--- config.mk ---
export PLATFORM = sky130hd
export DESIGN_NAME = ex_div
export DESIGN_NICKNAME = d
export VERILOG_FILES = /design/src/rtl/ex_div_pkg.sv /design/src/rtl/ex_div.sv
export SDC_FILE = /design/constraint.sdc
export NUM_CORES = 1
export LEC_CHECK = 0
export ABC_AREA = 1
export BUFFER_PORTS_ARGS = -buffer_cell sky130_fd_sc_hd__buf_2
export CAP_MARGIN = 40
export CELL_PAD_IN_SITES_DETAIL_PLACEMENT = 0
export CELL_PAD_IN_SITES_GLOBAL_PLACEMENT = 1
export CORE_MARGIN = 2
export CORE_UTILIZATION = 42
export DETAILED_ROUTE_END_ITERATION = 7
export PLACE_DENSITY = 0.77
export SLEW_MARGIN = 5
export SYNTH_ARGS = -nofsm -noshare
export SYNTH_HDL_FRONTEND = slang
export SYNTH_SLANG_ARGS = --single-unit
--- constraint.sdc ---
create_clock -name clk -period 5.55 [get_ports clk]
set_clock_uncertainty 0.2 [all_clocks]
set_input_delay 0.8325 -clock clk [delete_from_list [all_inputs] [get_ports clk]]
set_output_delay 0.8325 -clock clk [all_outputs]
set_load 0.05 [all_outputs]
--- src/rtl/ex_div_pkg.sv ---
// Shared EX-stage encodings for the divider: RV32M funct3 codes and bus widths.
package ex_div_pkg;

    localparam int REG_BUS_W  = 32;
    localparam int REG_ADDR_W = 5;

    localparam logic [2:0] INST_DIV  = 3'b100;
    localparam logic [2:0] INST_DIVU = 3'b101;
    localparam logic [2:0] INST_REM  = 3'b110;
    localparam logic [2:0] INST_REMU = 3'b111;

    localparam logic [REG_BUS_W-1:0] ZERO_WORD = '0;

endpackage

--- src/rtl/ex_div.sv ---
// Multi-cycle radix-2 restoring divider for RV32M DIV/DIVU/REM/REMU.
// Shares the start/busy/ready/waddr handshake with the EX multiplier.
module ex_div
    import ex_div_pkg::*;
#(
    parameter int XLEN   = REG_BUS_W,
    parameter int REG_AW = REG_ADDR_W
) (
    input  logic              clk,
    input  logic              rstn,
    input  logic              div_start_i,
    input  logic [XLEN-1:0]   div_dividend_i,
    input  logic [XLEN-1:0]   div_divisor_i,
    input  logic [2:0]        div_op_i,
    input  logic [REG_AW-1:0] div_reg_waddr_i,
    output logic              div_ready_o,
    output logic [XLEN-1:0]   div_res_o,
    output logic              div_busy_o,
    output logic [REG_AW-1:0] div_reg_waddr_o
);

    localparam logic [1:0] IDLE  = 2'd0;
    localparam logic [1:0] START = 2'd1;
    localparam logic [1:0] CALC  = 2'd2;
    localparam logic [1:0] END   = 2'd3;

    logic [1:0]      state, next_state;
    logic            is_rem, neg_q, neg_r;
    logic [XLEN-1:0] dvd, dvs, rem;
    logic [5:0]      cnt;

    logic            op_signed, op_rem;
    logic [XLEN-1:0] mag_a, mag_b;
    logic [XLEN:0]   rem_sh;
    logic [XLEN+1:0] diff;
    logic            ge;

    logic            ready_d, busy_d;
    logic [XLEN-1:0] res_d;

    // Codes outside 1xx fall through as DIVU (unsigned quotient).
    assign op_signed = div_op_i[2] & ~div_op_i[0];
    assign op_rem    = div_op_i[2] & div_op_i[1];
    assign mag_a     = (op_signed && div_dividend_i[XLEN-1]) ? -div_dividend_i : div_dividend_i;
    assign mag_b     = (op_signed && div_divisor_i[XLEN-1])  ? -div_divisor_i  : div_divisor_i;

    // Shifted partial remainder can reach 2*dvs-1, so the compare carries one
    // extra bit; the top bit of the difference is the borrow.
    assign rem_sh = {rem, dvd[XLEN-1]};
    assign diff   = {1'b0, rem_sh} - {2'b00, dvs};
    assign ge     = ~diff[XLEN+1];

    always_ff @(posedge clk or negedge rstn) begin
        if (!rstn) state <= IDLE;
        else       state <= next_state;
    end

    always_comb begin
        next_state = state;
        case (state)
            IDLE:  if (div_start_i) next_state = START;
            START: begin
                if (!div_start_i)   next_state = IDLE;
                else if (dvs == '0) next_state = END;
                else                next_state = CALC;
            end
            CALC: begin
                if (!div_start_i)              next_state = IDLE;
                else if (cnt == 6'(XLEN - 1))  next_state = END;
            end
            default: next_state = IDLE;
        endcase
    end

    always_comb begin
        busy_d  = (next_state == START) || (next_state == CALC);
        ready_d = (state == END);
        if (is_rem) res_d = neg_r ? -rem : rem;
        else        res_d = neg_q ? -dvd : dvd;
    end

    always_ff @(posedge clk or negedge rstn) begin
        if (!rstn) begin
            is_rem          <= 1'b0;
            neg_q           <= 1'b0;
            neg_r           <= 1'b0;
            dvd             <= ZERO_WORD;
            dvs             <= ZERO_WORD;
            rem             <= ZERO_WORD;
            cnt             <= 6'd0;
            div_ready_o     <= 1'b0;
            div_busy_o      <= 1'b0;
            div_res_o       <= ZERO_WORD;
            div_reg_waddr_o <= '0;
        end else begin
            div_ready_o <= ready_d;
            div_busy_o  <= busy_d;
            case (state)
                IDLE: if (div_start_i) begin
                    is_rem          <= op_rem;
                    neg_q           <= op_signed & (div_dividend_i[XLEN-1] ^ div_divisor_i[XLEN-1]);
                    neg_r           <= op_signed & div_dividend_i[XLEN-1];
                    dvd             <= mag_a;
                    dvs             <= mag_b;
                    div_reg_waddr_o <= div_reg_waddr_i;
                end
                START: begin
                    if (dvs == '0) begin
                        // Divide by zero: the remainder fixup re-negates the
                        // magnitude, restoring the original dividend exactly.
                        dvd   <= '1;
                        rem   <= dvd;
                        neg_q <= 1'b0;
                    end else begin
                        rem <= ZERO_WORD;
                        cnt <= 6'd0;
                    end
                end
                CALC: begin
                    rem <= ge ? diff[XLEN-1:0] : rem_sh[XLEN-1:0];
                    dvd <= {dvd[XLEN-2:0], ge};
                    cnt <= cnt + 6'd1;
                end
                default: div_res_o <= res_d;
            endcase
        end
    end

endmodule

==> results.py <==
metrics = {
    "pwr": {
        "ir_worst_vdd_mv": 0.445,
        "power_mw": 9.08,
        "power.density_nw_per_um2": 616,
        "p_leak_nw": 7.32,
    },
    "clocking": {
        "ctsResizeCount": 0,
        "cts_setup_buffers": 0,
        "numCtsBuffers": 17,
        "path_clk_slew_ns": 0.07,
        "clockBufferDepth": 2,
        "cts.sinks": 146,
        "hold_buffers": 0,
        "cts_tree": "done",
        "clock-root-buffer": "clkbuf_16",
        "clk_latency_ns": 0.44,
        "h-tree-depth": 4,
    },
    "final_layout": {
        "area_growth_syn_to_layout_pct": 10.9,
        "drive_above_1_share_pct": 8.87,
        "fin_nets": 2371,
        "regArea_um2": 3650,
        "diodes": 0,
        "multi_input_area_um2": 8260,
        "n_fill_cell": 3409,
    },
    "drt": {
        "wire_per_inst_um": 18.0,
        "routed_wl_mm": 48.1,
        "dr.pass1.iters": 5,
        "drc": 0,
        "dr_total_vias": 14600,
        "drt-initial-drc-count": 1474,
        "routed_via_density": 5.46,
        "postRouteAntennaNets": 0,
    },
    "logic_synthesis": {
        "syn_nets": 2306,
        "synth_top_area_cell": "dfrtp_1",
        "synth_cell_types": 51,
        "syn_area_um2": 13300,
        "synth_seq_area_share_pct": 27.5,
        "ys_ff_latch": 146,
        "synth_enable_flop_cells": 0,
        "synth_area_leaders": "dfrtp_1 28%, nand2_1 18%, nand3_1 9.3%",
        "synth_top_area_share_pct": 27.5,
        "yosysWarnings": 0,
        "avgSynthCellArea_um2": 6.07,
        "synth_ff_type": "dfrtp_1",
        "async_flop_share_pct": 100,
        "netlist_instances": 2189,
    },
    "global_routing": {
        "grt-ovfl-total": 0,
        "grt.total_usage_pct": 29.7,
        "first_global_vias": 13700,
        "grt_pass1_wl_mm": 76.1,
        "antenna_found_initial": 1,
        "grt_start_max_net_pins": 83,
    },
    "setup_path": {
        "critPathKind": "flop to flop",
        "arrival_ns": 3.22,
        "critPathRequiredTime_ns": 5.66,
        "critPathCaptureType": "flop",
        "critPathLaunchType": "flop",
        "worstPathMaxFanout": 33,
    },
    "floorplan": {
        "die_x_um": 182,
        "core_area_um2": 31300,
        "fp-row-count": 65,
        "start_util_pct": 42.4,
        "die_y_um": 182,
        "io_pins": 114,
        "die-area_um2": 33100,
    },
    "timing": {
        "final_hold_viol_count": 0,
        "maxSlewHeadroom_pct": 41.1,
        "setup_tns_ns": 0,
        "fmax_ghz": 0.322,
        "slew_viol_final": 0,
        "post-route-period-util_pct": 55.9,
        "rsz0062_at_grt": "no",
        "fin_crit_ns": 3.10,
        "tightest_slew_ns": 0.882,
        "final-setup-viol-count": 0,
    },
    "placed_design": {
        "dp_hpwl_mm": 38.1,
        "gp_congestion": 0.969,
        "port_buffers": 113,
    },
    "outcome": {
        "outcome": "completed",
    },
    "min_path": {
        "hold_class": "input port to async pin",
    },
    "flow_run": {
        "drv_cap": 0,
    },
}
stage by stage:
stage / utilization [%] / std cells / cell area, um^2 / hold WS, ns / worst slack [ns]
2_1_floorplan: - / 2189 / 13300 / 0.253 / 3.05
3_3_place_gp: 45.0 / 2637 / 14100 / 0.259 / 2.18
3_5_place_dp: 45.0 / 2637 / 14100 / 0.261 / 2.13
4_1_cts: 47.0 / 2668 / 14700 / 0.180 / 2.49
5_1_grt: 47.0 / 2668 / 14700 / 0.201 / 2.13
6_report: 47.0 / 2668 / 14700 / 0.164 / 2.45
routing by layer:
metal,routed length (um),track usage (%)
met1,22600,41.3
met2,21000,46.5
met3,2700,4.35
met4,1830,11.5
met5,13,0
placed cells by master (no fill, tap or decap), drive strengths merged, types with 6 or more instances in the layout:
cell type | Yosys | routed
xor2 | 41 | 41
nor2 | 239 | 239
nand4 | 37 | 37
nand3b | 13 | 13
buf | 35 | 127
inv | 268 | 273
and2 | 6 | 6
xnor2 | 12 | 12
nor3 | 35 | 35
or2 | 7 | 7
nand3 | 250 | 250
nand2 | 646 | 646
a22oi | 11 | 11
o31ai | 6 | 6
o21bai | 9 | 9
clkbuf | 46 | 18
dfrtp | 146 | 146
o21ai | 178 | 178
ha | 41 | 41
o211ai | 6 | 6
a21oi | 117 | 117
a31oi | 16 | 16
layout make-up:
cell class                      instances  share of cell area (%)
Inverter                              269                    6.86
Tap cell                              402                    3.41
Clock inverter                         13                    1.36
Sequential cell                       146                    24.8
Clock buffer                           18                    2.91
Timing Repair Buffer                  127                    4.60
Multi-Input combinational cell       1693                    56.1
cells by family (layout without fill, tap and decap cells):
logic type               Yosys count  in the layout  synth area share (%)
adder cells (fa/ha/maj)           42             42                  4.01
AND/OR/NAND/NOR                 1239           1239                  39.8
XOR/XNOR                          53             53                  3.50
AO/OA/AOI/OAI                    359            359                  14.8
buffers and inverters            350            427                  10.3
flip-flops                       146            146                  27.5
power breakdown:
part | internal, mW | total, mW | switching (mW) | leakage, nW
combinational | 1.63 | 5.81 | 4.19 | 5.19
clock | 0.760 | 1.26 | 0.501 | 0.304
sequential | 1.52 | 2.00 | 0.479 | 1.82
worst paths after layout:
| path | start | end | slack (ns) | depth (start not counted) |
|---|---|---|---|---|
| max | rem[18] | dvd[0] | 2.45 | 10 |
| min | rstn | rem[31] | 0.16 | 1 |
| max reg2reg | rem[18] | dvd[0] | 2.45 | 10 |
| min reg2reg | div_res_o[28] | div_res_o[28] | 0.27 | 2 |
| max in group asynchronous | rstn | dvd[2] | 3.82 | 2 |
| min in group clk | div_res_o[28] | div_res_o[28] | 0.27 | 2 |
state kept, by name, summed over array words and instances, names as in the netlist:
name and cells:
div_res_o 32, dvd 32, dvs 32, rem 32, cnt 6, div_reg_waddr_o 5, state 2, div_busy_o 1
div_ready_o 1, is_rem 1, neg_q 1, neg_r 1
synth_stat cells (4+ instances only):
cell / instances
buf_2: 15
inv_2: 12
or2_2: 7
nor2_2: 4
a21oi_1: 114
nor2_1: 234
nor4_1: 5
xnor2_1: 12
o31ai_1: 6
o21ai_0: 163
a31oi_1: 16
nand4_1: 37
ha_1: 41
xor2_1: 41
o21ai_1: 13
nand2_1: 640
o21bai_1: 9
nand3b_1: 13
a22oi_1: 11
inv_1: 256
dfrtp_1: 146
buf_1: 14
o21a_1: 4
nand3_1: 247
and2_1: 5
o211ai_1: 6
buf_6: 5
clkbuf_1: 46
nor3_1: 32
critical path: stages (launching register included):
cell and delay (ns):
dfrtp_1 0.51, ha_1 0.41, nand2_1 0.14, inv_1 0.05, a21oi_1 0.23, o21ai_1 0.17, a21oi_4 0.14, buf_4 0.34
nand2_4 0.29, a21oi_1 0.35, o21ai_1 0.13
(Power assumes the default switching activity.)
